`src/rtl/alu_op_controller.sv`:
```
// alu_op_controller: sequences one ALU operation at a time.
// - Latches the opcode and operands onto the ALU ports when a request is accepted.
// - Times multi-cycle divide and multiply operations with a 6-bit down-counter.
// - Captures the 64-bit ALU result and pulses done.
// - Illegal opcodes are answered immediately with done and err.
// Optional feature: define ALU_OP_CONTROLLER_DIV0_TRAP_EN to reject a divide
// by zero with err instead of running it through the divider.
module alu_op_controller #(
  parameter int unsigned DIV_LATENCY = 34,
  parameter int unsigned MUL_LATENCY = 1
) (
  input  logic        clk,
  input  logic        reset,
  input  logic        start,
  input  logic [4:0]  op,
  input  logic [31:0] a_in,
  input  logic [31:0] b_in,
  output logic        ready,
  output logic [4:0]  alu_opcode,
  output logic [31:0] alu_ra,
  output logic [31:0] alu_rb,
  output logic        div_start,
  input  logic [63:0] alu_rz,
  output logic [31:0] result_lo,
  output logic [31:0] result_hi,
  output logic        done,
  output logic        err
);

  localparam logic [4:0] OP_MUL  = 5'b00010;
  localparam logic [4:0] OP_DIV  = 5'b00011;
  localparam logic [5:0] DIV_CNT = 6'(DIV_LATENCY - 1);
  localparam logic [5:0] MUL_CNT = 6'(MUL_LATENCY - 1);

  typedef enum logic [1:0] {
    S_IDLE = 2'b00,
    S_EXEC = 2'b01,
    S_DONE = 2'b10
  } state_e;

  state_e      state_q, state_d;
  logic [5:0]  cnt_q, cnt_d;
  logic [4:0]  opcode_q, opcode_d;
  logic [31:0] ra_q, ra_d;
  logic [31:0] rb_q, rb_d;
  logic [31:0] lo_q, lo_d;
  logic [31:0] hi_q, hi_d;
  logic        done_q, done_d;
  logic        err_q, err_d;
  logic        dstart_q, dstart_d;
  logic        div0_trap_s;

  // Opcodes the ALU implements; 01010 and 01110..11111 are holes in the encoding.
  function automatic logic op_legal(input logic [4:0] o);
    logic ok;
    case (o)
      5'b00000, 5'b00001, 5'b00010, 5'b00011, 5'b00100,
      5'b00101, 5'b00110, 5'b00111, 5'b01000, 5'b01001,
      5'b01011, 5'b01100, 5'b01101: ok = 1'b1;
      default:                      ok = 1'b0;
    endcase
    return ok;
  endfunction

`ifdef ALU_OP_CONTROLLER_DIV0_TRAP_EN
  assign div0_trap_s = (op == OP_DIV) && (b_in == 32'd0);
`else
  assign div0_trap_s = 1'b0;
`endif

  assign ready      = (state_q == S_IDLE) || (state_q == S_DONE);
  assign alu_opcode = opcode_q;
  assign alu_ra     = ra_q;
  assign alu_rb     = rb_q;
  assign result_lo  = lo_q;
  assign result_hi  = hi_q;
  assign done       = done_q;
  assign err        = err_q;
  assign div_start  = dstart_q;

  // Next-state logic: accept requests, count down EXEC, capture the result.
  always_comb begin
    state_d  = state_q;
    cnt_d    = cnt_q;
    opcode_d = opcode_q;
    ra_d     = ra_q;
    rb_d     = rb_q;
    lo_d     = lo_q;
    hi_d     = hi_q;
    done_d   = 1'b0;
    err_d    = 1'b0;
    dstart_d = 1'b0;
    case (state_q)
      S_EXEC: begin
        if (cnt_q == 6'd0) begin
          lo_d    = alu_rz[31:0];
          hi_d    = alu_rz[63:32];
          done_d  = 1'b1;
          state_d = S_DONE;
        end else begin
          cnt_d = cnt_q - 6'd1;
        end
      end
      S_IDLE, S_DONE: begin
        if (start) begin
          opcode_d = op;
          ra_d     = a_in;
          rb_d     = b_in;
          if (!op_legal(op) || div0_trap_s) begin
            // Rejected request: report at once, leave the results untouched.
            state_d = S_DONE;
            cnt_d   = 6'd0;
            done_d  = 1'b1;
            err_d   = 1'b1;
          end else begin
            state_d  = S_EXEC;
            dstart_d = (op == OP_DIV);
            if (op == OP_DIV) begin
              cnt_d = DIV_CNT;
            end else if (op == OP_MUL) begin
              cnt_d = MUL_CNT;
            end else begin
              cnt_d = 6'd0;
            end
          end
        end else begin
          state_d = S_IDLE;
        end
      end
      default: begin
        state_d = S_IDLE;
        cnt_d   = 6'd0;
      end
    endcase
  end

  // State and output registers with asynchronous active-low reset.
  always_ff @(posedge clk or negedge reset) begin
    if (!reset) begin
      state_q  <= S_IDLE;
      cnt_q    <= 6'd0;
      opcode_q <= 5'd0;
      ra_q     <= 32'd0;
      rb_q     <= 32'd0;
      lo_q     <= 32'd0;
      hi_q     <= 32'd0;
      done_q   <= 1'b0;
      err_q    <= 1'b0;
      dstart_q <= 1'b0;
    end else begin
      state_q  <= state_d;
      cnt_q    <= cnt_d;
      opcode_q <= opcode_d;
      ra_q     <= ra_d;
      rb_q     <= rb_d;
      lo_q     <= lo_d;
      hi_q     <= hi_d;
      done_q   <= done_d;
      err_q    <= err_d;
      dstart_q <= dstart_d;
    end
  end

endmodule

```
`config.mk`:
```
export PLATFORM = sky130hd
export DESIGN_NAME = alu_op_controller
export DESIGN_NICKNAME = d
export VERILOG_FILES = /design/src/rtl/alu_op_controller.sv
export SDC_FILE = /design/constraint.sdc
export NUM_CORES = 1
export LEC_CHECK = 0
export CORE_ASPECT_RATIO = 1.4
export CORE_UTILIZATION = 41
export CTS_CLUSTER_DIAMETER = 100
export DETAILED_ROUTE_END_ITERATION = 16
export GPL_TIMING_DRIVEN = 0
export PLACE_DENSITY_LB_ADDON = 0.3
export SLEW_MARGIN = 20
export SYNTH_ARGS = -nofsm -noshare
export SYNTH_HDL_FRONTEND = slang
export SYNTH_SLANG_ARGS = --single-unit
```
`constraint.sdc`:
```
create_clock -name clk -period 1.9 [get_ports clk]
set_input_delay 0.38 -clock clk [delete_from_list [all_inputs] [get_ports clk]]
set_output_delay 0.38 -clock clk [all_outputs]
set_load 0.02 [all_outputs]
```
==> Flow_metrics.wiki <==
{| class="wikitable"
! Metric !! Value
|-
| Status || finished clean
|-
| Hold Path End || result_hi[7]
|-
| Number of buffers inserted by port buffering || 272
|-
| First-pass GRT wire length || 21900 microns
|-
| Overall global routing resource usage || 0.204
|-
| Leakage power of the design || 3.93 nW
|-
| Category of the critical setup timing path || reg -> reg
|-
| Multiplexer area fraction after synthesis || 0.287
|-
| Total I/O pin count || 273
|-
| Net count, final || 771
|-
| Setup violations, final || 0
|-
| Horiz. Die Dim || 101 microns
|-
| Placement Setup Slack || -0.395 ns
|-
| Core region area || 13300 sq um
|-
| Post-synthesis adder-cell area fraction || 0.00224
|-
| Top library cells by usage in the layout, fill and taps aside || clkdlybuf4s50_1, dfrtp_1, mux2_2, mux2_4, clkbuf_16
|-
| Final hold violations || 0
|-
| Period utilisation layout || 0.960
|-
| TritonCTS clock tree || yes
|-
| DRT Wirelength || 14000 microns
|-
| Required time of the critical path || 2.19 ns
|-
| Min Hold Slack || 0.502 ns
|-
| Setup slack on the worst flop-to-flop path || 0.08 ns
|-
| Largest cells by area after synthesis || dfrtp_1, mux2_2, mux2_4
|-
| Slew of the pin with the lowest slew margin || 0.608 ns
|-
| CP Capture Type || register
|-
| Fill cell instance count of the final layout || 947
|-
| Fraction of synthesized cell area in xor and xnor cells || 0
|-
| Area of all placed cells without fillers || 9190 sq um
|-
| Number of maximum-capacitance constraint violations || 0
|-
| R2R depth || 7
|-
| Area growth, synth to finish || 64.4%
|-
| Diodes inserted || 0
|-
| Number of synthesized register bits || 144
|-
| H-tree depth reported by CTS || 4
|-
| WL per Instance || 16.9 microns
|-
| Worst-skew pair later-pin latency || 0.42 ns
|-
| Post-DRT Antenna Nets || 0
|-
| Cell depth of the worst hold path || 1
|-
| Number of nets in the synthesized netlist || 474
|-
| Highest ir drop seen on vdd || 828 uV
|-
| Number of cells produced by synthesis || 337
|-
| Longest Clk Path Bufs || 2
|-
| Initial core utilization || 0.419
|-
| Library cell occupying the most area in the post-synthesis netlist || dfrtp_1
|-
| Power per cell area || 1740 nW/um^2
|-
| Arrival time worst endpoint || 2.11 ns
|-
| Most common library cell in the layout ignoring fill and taps || clkdlybuf4s50_1
|-
| Headroom to the max-slew limit || 0.595
|-
| Final Non-Filler Cells || 829
|-
| Main combinational cell family by area after synthesis || multiplexers
|-
| Top-area cell type share of the netlist area || 0.645
|-
| Post-Synthesis Mean Instance Area || 16.6 sq um
|-
| Floorplan row count || 50
|-
| Iteration count of the initial detailed-routing pass || 4
|-
| Peak clock frequency supported by timing || 548 MHz
|-
| Detailed Route Iter0 Violations || 86
|-
| Die span in y || 140 microns
|-
| Number of global-route vias before repair || 4273
|-
| Vias after detailed routing || 3925
|-
| Largest driver fanout on the critical path || 10
|-
| Startpoint type of the worst setup path || register
|-
| Post-detail-place hpwl || 10400 microns
|-
| Clock Skews || 0.0180 ns
|-
| Number of clock buffers inserted by TritonCTS || 17
|-
| Capture instance of the worst register-to-register path || result_hi[18]
|-
| Number of warnings reported in the yosys synthesis log || 0
|-
| Launch instance of the worst register-to-register path || cnt_q[0]
|-
| Simple-Gate Fraction of Synth Area || 0.0266
|-
| Fraction of layout instances using a drive strength above 1 || 0.291
|-
| Buffer cell driving the clock tree root || clkbuf_16
|-
| Die ar. || 14100 sq um
|-
| Hold path startpoint || result_hi[7]
|-
| Unrepaired setup endpoints after global routing || yes
|-
| Number of antenna violations at the first check in global routing || 0
|-
| Class of the tightest hold or removal check || reg -> reg
|-
| Total cell area at the placement stage || 8570 sq um
|-
| Count of cell types in the netlist || 28
|-
| Netlist area before placement || 5590 sq um
|-
| Clock Pin Slew Worst Setup and Hold Paths || 0.06 ns
|-
| Complex-gate fraction of the synthesized area || 0.0190
|-
| GRT Residual Overflow || 0
|-
| Routability Congestion || 0.835
|-
| Cell count after placement || 792
|-
| Vias/cell || 4.73
|-
| Sequential fraction of the synthesis area || 0.645
|-
| Worst Slack Setup Final || 0.0756 ns
|-
| Detailed-route DRC error count || 0
|-
| Final-report max-slew violation count || 0
|-
| Pin count of the biggest net entering global routing || 81
|-
| Clk sink count || 144
|-
| Final period demand of the worst path || 1.82 ns
|}
sequential cells by signal, indices dropped and copies added, names as in the netlist:
register,flops
alu_ra,32
alu_rb,32
result_hi,32
result_lo,32
cnt_q,6
alu_opcode,5
state_q,2
div_start,1
done,1
err,1
final cells by class:
type | count | area [sq um] | share of cell area
Buffer | 15 | 103 | 0.0112
Inverter | 4 | 15.0 | 0.00163
Clock buffer | 19 | 443 | 0.0482
Clock inverter | 13 | 128 | 0.0139
Tap cell | 182 | 228 | 0.0248
Sequential cell | 144 | 3600 | 0.392
Timing Repair Buffer | 278 | 2790 | 0.304
Multi-Input combinational cell | 174 | 1870 | 0.204
critical path, stage by stage, from the launching register on:
cell      delay [ns]
dfrtp_1         0.40
inv_1           0.07
ha_2            0.20
nor4b_4         0.22
nand3b_1        0.16
buf_4           0.17
buf_2           0.18
mux2_2          0.29
worst max path at each step:
stage | start | to | slack, ns | cells after the start
after floorplan | cnt_q[0] | result_lo[10] | 0.18 | 7
after global placement | reset | alu_rb[11] | -5.10 | 1
after detailed placement | start | alu_ra[31] | -0.40 | 5
after CTS | cnt_q[0] | result_lo[10] | 0.004 | 7
after global routing | cnt_q[0] | result_hi[16] | -0.02 | 7
final | cnt_q[0] | result_hi[18] | 0.08 | 7
report_power, final:
| group | internal, mW | switching [mW] | total (mW) |
|---|---|---|---|
| combinational | 4.24 | 3.40 | 7.64 |
| clock | 1.86 | 1.34 | 3.20 |
| sequential | 4.44 | 0.724 | 5.17 |
| total | 10.5 | 5.46 | 16.0 |
per-layer routing:
| metal | track usage | vias to the layer above | share of wire |
|---|---|---|---|
| met1 | 0.214 | 1926 | 0.36 |
| met5 | 0 | - | 0 |
| met2 | 0.370 | 188 | 0.54 |
| met4 | 0.0923 | 0 | 0.026 |
| met3 | 0.0609 | 27 | 0.077 |
| li1 | - | 1784 | - |
cells in the mapped netlist:
cell,number
a21o_1,1
a21oi_1,1
a2bb2oi_1,1
a31o_2,1
a31oi_1,2
a32o_1,1
and2_1,2
buf_2,10
buf_6,4
clkbuf_1,1
dfrtp_1,144
ha_1,1
inv_1,4
mux2_2,105
mux2_4,28
nand2_1,4
nand2b_1,7
nand3b_1,1
nor2_1,4
nor2b_1,2
nor3_1,1
nor3b_1,1
nor4_1,1
nor4b_4,1
o21a_1,1
o21ai_0,6
o22ai_1,1
o32a_1,1
stage by stage:
stage	util	power, mW	TNS, ns
floorplan	-	9.21	0
global placement	0.641	12.6	-756.51
detailed placement	0.643	12.8	-27.26
CTS	0.687	16.1	0
global route	0.689	16.8	-0.246
finish	0.689	16.0	0
cell families after synthesis:
| group | after synthesis |
|---|---|
| and+or+nand+nor | 24 |
| DFF | 144 |
| adders and majority gates | 1 |
| AOI/OAI and AO/OA | 16 |
| buffers and inverters | 19 |
| muxes | 133 |
repair_timing:
item	4_1_cts	5_1_grt
gates resized for setup	1	5
buffers inserted	1	3
hold endpoints to repair	79	0
pin swaps	1	0
setup endpoints to repair	29	119
hold buffers	1	0
Power figures use the tool's default switching activity.
